**config.mk**
```make
export PLATFORM = sky130hd
export DESIGN_NAME = cordic_iter_flat
export DESIGN_NICKNAME = d
export VERILOG_FILES = /design/src/rtl/cordic_iter_if.sv /design/src/rtl/cordic_iter.sv /design/src/flat_wrapper.sv
export SDC_FILE = /design/constraint.sdc
export NUM_CORES = 1
export LEC_CHECK = 0
export CORE_MARGIN = 5
export CORE_UTILIZATION = 35
export DETAILED_ROUTE_END_ITERATION = 6
export HOLD_SLACK_MARGIN = 0.06
export MAX_ROUTING_LAYER = met4
export PLACE_DENSITY = 0.65
export SLEW_MARGIN = 0
export SYNTH_ARGS = -nofsm -noshare
export SYNTH_HDL_FRONTEND = slang
export SYNTH_SLANG_ARGS = --single-unit
```
**constraint.sdc**
```tcl
create_clock -name clk -period 8 [get_ports clk]
set_input_delay 0.8 -clock clk [delete_from_list [all_inputs] [get_ports clk]]
set_output_delay 0.8 -clock clk [all_outputs]
set_load 0.02 [all_outputs]
```
**src/rtl/cordic_iter_if.sv**
```systemverilog
// Operand/result handshake bundle between the CORDIC engine, its operand
// source and its result consumer.
interface cordic_iter_if #(
    parameter int unsigned L = 16
);
    logic                start;
    logic                vectoring;
    logic signed [L-1:0] x_in;
    logic signed [L-1:0] y_in;
    logic signed [L-1:0] z_in;
    logic                ready;
    logic                valid;
    logic signed [L-1:0] x_out;
    logic signed [L-1:0] y_out;
    logic signed [L-1:0] z_out;

    modport master (
        output start, vectoring, x_in, y_in, z_in,
        input  ready, valid, x_out, y_out, z_out
    );

    modport slave (
        input  start, vectoring, x_in, y_in, z_in,
        output ready, valid, x_out, y_out, z_out
    );
endinterface

```
**src/rtl/cordic_iter.sv**
```systemverilog
// Iterative CORDIC: one micro-rotation per clock over signed fixed-point x/y/z,
// with the per-step angle constant returned combinationally by an alpha table.
module cordic_iter #(
    parameter int unsigned DEC  = 2,
    parameter int unsigned FRAC = 14,
    parameter int          MOD  = 1,   // 1 circular, 0 linear, -1 hyperbolic
    localparam int unsigned L        = DEC + FRAC,
    localparam int unsigned ITER     = FRAC + 1,
    localparam int unsigned LOG_ITER = $clog2(ITER)
) (
    input  logic                clk,
    input  logic                rst_n,
    cordic_iter_if.slave        bus,
    output logic [LOG_ITER-1:0] iter,
    input  logic signed [L-1:0] alphai
);

    // Hyperbolic convergence needs shifts 4 and 13 executed twice.
    localparam int unsigned HYP_REP_A = 4;
    localparam int unsigned HYP_REP_B = 13;
    localparam int unsigned N_STEPS   = (MOD < 0) ? ITER + 1 : ITER;
    localparam int unsigned STEP_W    = $clog2(N_STEPS);
    localparam int unsigned IW        = LOG_ITER + 1;
    localparam logic [LOG_ITER-1:0] FIRST_ITER = (MOD < 0) ? LOG_ITER'(1) : '0;

    typedef enum logic [1:0] {
        IDLE = 2'd0,
        RUN  = 2'd1,
        DONE = 2'd2
    } state_e;

    state_e              state_q, state_d;
    logic [STEP_W-1:0]   step_q, step_d;
    logic                vec_q, vec_d;
    logic signed [L-1:0] x_q, x_d;
    logic signed [L-1:0] y_q, y_d;
    logic signed [L-1:0] z_q, z_d;
    logic                ready_q, ready_d;
    logic                valid_q, valid_d;

    logic [IW-1:0]       hyp_s;
    logic                d_pos;
    logic signed [L-1:0] x_sh, y_sh;
    logic signed [L-1:0] x_upd, y_upd, z_upd;

    // Shift index: equals the step count, except hyperbolic starts at 1 and repeats.
    always_comb begin
        hyp_s = IW'(step_q) + IW'(1);
        if (step_q >= STEP_W'(HYP_REP_A)) hyp_s = hyp_s - IW'(1);
        if (step_q >= STEP_W'(HYP_REP_B + 1)) hyp_s = hyp_s - IW'(1);
        iter = FIRST_ITER;
        if (state_q == RUN) begin
            iter = (MOD < 0) ? LOG_ITER'(hyp_s) : LOG_ITER'(step_q);
        end
    end

    // One micro-rotation from the pre-update x/y/z.
    always_comb begin
        x_sh  = x_q >>> iter;
        y_sh  = y_q >>> iter;
        d_pos = vec_q ? y_q[L-1] : ~z_q[L-1];
        x_upd = x_q;
        if (MOD != 0) begin
            x_upd = (d_pos ^ (MOD < 0)) ? (x_q - y_sh) : (x_q + y_sh);
        end
        y_upd = d_pos ? (y_q + x_sh) : (y_q - x_sh);
        z_upd = d_pos ? (z_q - alphai) : (z_q + alphai);
    end

    always_comb begin
        state_d = state_q;
        step_d  = step_q;
        vec_d   = vec_q;
        x_d     = x_q;
        y_d     = y_q;
        z_d     = z_q;
        unique case (state_q)
            IDLE: begin
                if (bus.start) begin
                    state_d = RUN;
                    step_d  = '0;
                    vec_d   = bus.vectoring;
                    x_d     = bus.x_in;
                    y_d     = bus.y_in;
                    z_d     = bus.z_in;
                end
            end
            RUN: begin
                x_d = x_upd;
                y_d = y_upd;
                z_d = z_upd;
                if (step_q == STEP_W'(N_STEPS - 1)) begin
                    state_d = DONE;
                end else begin
                    step_d = step_q + STEP_W'(1);
                end
            end
            DONE: begin
                state_d = IDLE;
                step_d  = '0;
            end
            default: begin
                state_d = IDLE;
                step_d  = '0;
            end
        endcase
        ready_d = (state_d == IDLE);
        valid_d = (state_d == DONE);
    end

    always_ff @(posedge clk or negedge rst_n) begin
        if (!rst_n) begin
            state_q <= IDLE;
            step_q  <= '0;
            vec_q   <= 1'b0;
            x_q     <= '0;
            y_q     <= '0;
            z_q     <= '0;
            ready_q <= 1'b1;
            valid_q <= 1'b0;
        end else begin
            state_q <= state_d;
            step_q  <= step_d;
            vec_q   <= vec_d;
            x_q     <= x_d;
            y_q     <= y_d;
            z_q     <= z_d;
            ready_q <= ready_d;
            valid_q <= valid_d;
        end
    end

    assign bus.ready = ready_q;
    assign bus.valid = valid_q;
    assign bus.x_out = x_q;
    assign bus.y_out = y_q;
    assign bus.z_out = z_q;

endmodule
```
**src/flat_wrapper.sv**
```systemverilog
// flat-port wrapper written by rule: the top's interface ports become plain ports
module cordic_iter_flat 
#(
    parameter int unsigned DEC  = 2,
    parameter int unsigned FRAC = 14,
    parameter int          MOD  = 1,                                         
    localparam int unsigned L        = DEC + FRAC,
    localparam int unsigned ITER     = FRAC + 1,
    localparam int unsigned LOG_ITER = $clog2(ITER)
)
  (clk, rst_n, iter, alphai, bus_start, bus_vectoring, bus_x_in, bus_y_in, bus_z_in, bus_ready, bus_valid, bus_x_out, bus_y_out, bus_z_out);
  cordic_iter_if bus_i ();
  input  logic clk;
  input  logic rst_n;
  output logic [LOG_ITER-1:0] iter;
  input  logic signed [L-1:0] alphai;
  input wire logic [$bits(bus_i.start)-1:0] bus_start;
  input wire logic [$bits(bus_i.vectoring)-1:0] bus_vectoring;
  input wire logic [$bits(bus_i.x_in)-1:0] bus_x_in;
  input wire logic [$bits(bus_i.y_in)-1:0] bus_y_in;
  input wire logic [$bits(bus_i.z_in)-1:0] bus_z_in;
  output wire logic [$bits(bus_i.ready)-1:0] bus_ready;
  output wire logic [$bits(bus_i.valid)-1:0] bus_valid;
  output wire logic [$bits(bus_i.x_out)-1:0] bus_x_out;
  output wire logic [$bits(bus_i.y_out)-1:0] bus_y_out;
  output wire logic [$bits(bus_i.z_out)-1:0] bus_z_out;
  assign bus_i.start = bus_start;
  assign bus_i.vectoring = bus_vectoring;
  assign bus_i.x_in = bus_x_in;
  assign bus_i.y_in = bus_y_in;
  assign bus_i.z_in = bus_z_in;
  assign bus_ready = bus_i.ready;
  assign bus_valid = bus_i.valid;
  assign bus_x_out = bus_i.x_out;
  assign bus_y_out = bus_i.y_out;
  assign bus_z_out = bus_i.z_out;
  cordic_iter #(.DEC(DEC), .FRAC(FRAC), .MOD(MOD)) u_core (.clk(clk), .rst_n(rst_n), .bus(bus_i), .iter(iter), .alphai(alphai));
endmodule
```
# Yosys cells after proc, flatten, opt, wreduce, memory -nomap -nowiden
# Index checks and enable logic that the tools add are counted.
# Widths: inputs -> output; s select.
[op_classes] n_addsub=7 eq_ne=5 muxes=17 n_reduce_logical=6 n_shift=2 n_bitwise=1
[ops] cell="$mux 16" n=6
[ops] cell="$pmux 16 s2" n=3
[ops] cell="$add 16x16->16" n=3
[ops] cell="$sub 16x16->16" n=3
[ops] cell="$sshr 16x4->16" n=2
[ops] cell="$mux 4" n=3
[ops] cell="$pmux 4 s2" n=1
[ops] cell="$reduce_and 2->1" n=3
[ops] cell="$add 4x1->4 const B" n=1
[ops] cell="$eq 4x4->1 const B" n=1
[ops] cell="$logic_not 2->1" n=2
[ops] cell="$mux 2" n=2
[ops] cell="$ne 2x2->1 const B" n=2
[ops] cell="$pmux 2 s2" n=1
[ops] cell="$eq 2x1->1 const B" n=1
[ops] cell="$eq 2x2->1 const B" n=1
[ops] cell="$reduce_bool 2->1" n=1
[ops] cell="$mux 1" n=1
[ops] cell="$not 1->1" n=1
[word_totals] out_inout_bits=54 reg_bits=57 input_bits=68

# Logic depth before layout (Yosys ltp)
[logic_depth] depth_word=6 ltp_mapped=24 mapped_depth_nobuf=21

# Least setup slack after synthesis
# OpenSTA, ideal clock, no wires.
[synth_path] kind="register to register" start="register u_core.state_q[0]" end="register u_core.y_q[15] (netlist: u_core.bus.y_out[15])" t_required_ns=7.928 setup_time_ns=0.072 synth_period_minus_slack_ns=4.782 stages_incl_launch_ff=21 t_arrival_ns=4.710 path_slack_ns=3.218 cell_sequence="dfrtp_1 > buf_6 > nand3b_4 > buf_6 > mux4_2 > a22o_1 > a211oi_2 > ha_1 > o21ai_0 > or4_4 > o21ai_0 > xor2_1 > ha_1 > and3_1 > a311oi_1 > a21oi_1 > o211ai_1 > a21oi_1 > a221oi_1 > nand4_1 > nor2_1"
[synth_between] elab_chain_len=6
[synth_rtl] element="start: declaration" line="cordic_iter.sv:32" text="state_e state_q, state_d;"
[synth_rtl] element="start signal: assignment" line="cordic_iter.sv:122" text="state_q <= state_d;"
[synth_rtl] element="$eq 2x1->1" line="cordic_iter.sv:52, cordic_iter.sv:77"
[synth_rtl] element="$mux 4" line="cordic_iter.sv:52" text="if (state_q == RUN) begin"
[synth_rtl] element="$sshr 16x4->16" line="cordic_iter.sv:59" text="x_sh = x_q >>> iter;"
[synth_rtl] element="$sub 16x16->16 or $add 16x16->16 (tied branches)" line="cordic_iter.sv:66" text="y_upd = d_pos ? (y_q + x_sh) : (y_q - x_sh);"
[synth_rtl] element="$mux 16" line="cordic_iter.sv:66"
[synth_rtl] element="$pmux 16 s2" line="cordic_iter.sv:77" text="unique case (state_q)"
[synth_rtl] element="end signal: assignment" line="cordic_iter.sv:126" text="y_q <= y_d;"
[synth_rtl] element="end: declaration" line="cordic_iter.sv:36" text="logic signed [L-1:0] y_q, y_d;"
# Parallel ways exist; a longest one is shown, timed or not.
# A chain may end at the register's enable or synchronous reset.

# Worst setup path in the final report
[layout_path] start="register u_core.state_q[1]" end="register u_core.y_q[15] (netlist: u_core.bus.y_out[15])"
# The elaborated chain is that of the path after synthesis.

==> impl_metrics.py <==
metrics = {
    "sta": {
        "rsz0062_at_grt": "no",
        "tns_ps": 0,
        "finalMaxSlewViolations": 0,
        "setup_viol": 0,
        "hold_viol": 0,
        "worst_pin_slew_ps": 995,
        "min_period_ps": 6250,
        "fin_skew_ps": 10.6,
        "fmax_mhz": 160,
        "relSlewSlack_pct": 32.0,
        "period_share_pct": 78.1,
    },
    "clocking": {
        "clock_path_buffers": 2,
        "cts-resized-gates": 0,
        "path_clk_slew_ps": 60,
        "numClockSinks": 57,
        "htree_levels": 3,
        "cts-buffers-inserted": 9,
        "ctsHoldBuffers": 0,
        "clkLatencyLatePin_ps": 340,
        "cts_root_buffer": "clkbuf_16",
        "post_cts_buffers": 0,
        "tritoncts": "built",
    },
    "finish": {
        "area_growth_pct": 21.0,
        "drive_gt1_share_pct": 7.05,
        "n_antenna_cell": 0,
        "final-instance-count-excl-fill": 1391,
        "nets": 1226,
    },
    "logic_synthesis": {
        "synth_cell_types": 88,
        "syn_area_sq_mm": 0.00797,
        "synth_nets": 1151,
        "ys.warnings.count": 0,
        "synth_cells": 1026,
        "syn_area_per_cell_sq_um": 7.76,
        "synth.ff_latch_count": 57,
        "synth_area_leaders": "dfrtp_1 18%, ha_1 8.5%, a21oi_1 5.5%",
        "synthFlopType": "dfrtp_1",
        "yosysSeqAreaShare_pct": 17.9,
        "synth_edf_count": 0,
        "yosys.area.top_type": "dfrtp_1",
        "async_flop_share_pct": 100,
        "netlist.area_leader.share_pct": 17.6,
        "synth.most_common_cell": "a21oi_1",
        "synthTopCellsByCount": "88 x a21oi_1, 83 x nor2_1, 73 x nand2_1",
    },
    "drt": {
        "ant_nets": 0,
        "vias": 8739,
        "drt_iter0_drc": 826,
        "dr.pass1.iters": 5,
        "wl_met2_um": 13700,
        "wl_um": 30900,
        "met1_length_um": 13800,
        "drt-wirelength-per-cell_um": 22.2,
        "via_per_inst": 6.28,
        "wl_met3_um": 2360,
        "drc": 0,
        "highest_layer": "met4",
    },
    "floorplanning": {
        "ios": 122,
        "die_area_sq_mm": 0.0259,
        "core_area_sq_mm": 0.0225,
        "num_rows": 55,
        "fp.dieW_um": 161,
        "die_height_um": 161,
        "start_util_pct": 35.4,
    },
    "critical_path": {
        "cp_max_fo": 28,
        "cp.required_ps": 8280,
        "worst_setup_path_start_kind": "register",
        "end_kind": "register",
        "arrival_ps": 6520,
        "path_class": "reg -> reg",
    },
    "global_route": {
        "antenna_found_initial": 0,
        "grt_pass1_wl_um": 47200,
        "grt_use_total_pct": 23.6,
        "grt_max_degree": 58,
        "grt_pass1_vias": 8135,
        "grt_overflow": 0,
    },
    "placed_design": {
        "place.gp.congestion": 1.01,
        "hpwl_um": 22200,
        "dpl.cell_count": 1375,
        "io_buffers": 121,
    },
    "run": {
        "max-cap-violations": 0,
    },
    "run_status": {
        "status": "finished, final reports clean",
    },
    "hold_path": {
        "worstHoldPathType": "reg -> reg",
    },
}
==> cell type report <==
cell class	count	area, sq um
clock buffer	13	260
clock inverter	3	65.1
fill	2243	12900
inverter	29	109
multi-input combinational	865	6080
sequential	57	1430
tap	285	357
timing repair buffer	139	1340
==> worst max-delay path: stages, from the launching register on <==
cell      delay, ps
dfrtp_1         720
nand3b_4        500
inv_2           450
mux4_2          560
a22o_1          200
a211oi_2        330
ha_1            230
o21ai_0         130
or4_4           580
o21ai_0         200
xor2_1          230
ha_1            300
and3_1          210
a311oi_1        330
a21oi_1         120
o211ai_1        380
a21oi_1         120
a221oi_1        340
nand4_1         150
nor2_1          100
==> cell families after synthesis <==
group,Yosys count,share of synthesized area (%)
compound gates,387,32.9
flops,57,17.9
fa+ha+maj,57,9.24
mux,35,5.28
simple gates,307,20.1
xor+xnor,79,8.69
buf+inv,104,5.89
==> sequential cells by signal (all words and copies together) (netlist names) <==
signal            count
u_core.bus.ready      1
u_core.bus.y_out     16
u_core.bus.x_out     16
u_core.bus.z_out     16
u_core.state_q        2
u_core.vec_q          1
u_core.step_q         4
u_core.bus.valid      1
==> cells in the final DEF (no fill, tap or decap), drive strengths merged, types with 8 or more instances in the layout <==
cell and instances:
nor2 83, clkdlybuf4s50 120, a211oi 20, clkbuf 13
a21o 21, or2 9, or3 16, nand3 18
a21oi 88, o21ai 68, nor2b 14, ha 54
buf 19, nor4 8, xnor2 38, xor2 41
o31ai 9, a31oi 14, mux2i 24, nand2 73
nor3 25, o22ai 32, dfrtp 56, nand2b 8
o211ai 20, and2 10, a221oi 8, inv 28
o22a 21
==> path summary, 6_finish.rpt <==
check / startpoint / end / slack (ps) / depth (start not counted)
min reg2reg: u_core.vec_q$_DFFE_PN0P_ / u_core.vec_q$_DFFE_PN0P_ / 590 / 1
min: u_core.vec_q$_DFFE_PN0P_ / u_core.vec_q$_DFFE_PN0P_ / 590 / 1
max reg2reg: u_core.state_q[1]$_DFF_PN0_ / u_core.bus.y_out[15]$_DFFE_PN0P_ / 1750 / 19
max: u_core.state_q[1]$_DFF_PN0_ / u_core.bus.y_out[15]$_DFFE_PN0P_ / 1750 / 19
max in group asynchronous: rst_n / u_core.state_q[0]$_DFF_PN0_ / 6720 / 2
min in group asynchronous: rst_n / u_core.bus.valid$_DFF_PN0_ / 640 / 2
==> metrics by stage <==
step	utilization (%)	hold WS (ps)	worst slack [ps]	cell area [sq um]
2_1_floorplan	-	504	3220	7970
3_3_place_gp	41.4	568	1920	9310
3_5_place_dp	41.4	568	1870	9310
4_1_cts	42.8	588	1840	9640
5_1_grt	42.8	619	1240	9640
6_report	42.8	587	1750	9640
==> per-layer routing <==
| layer | vias up | track usage (%) |
|---|---|---|
| met3 | 73 | 3.87 |
| met1 | 4188 | 31.7 |
| met5 | - | - |
| met4 | 0 | 8.88 |
| met2 | 432 | 35.9 |
| li1 | 4046 | - |
Power is not shown: default switching activity piles up to over one toggle a cycle in this logic, so the estimate is an artifact.
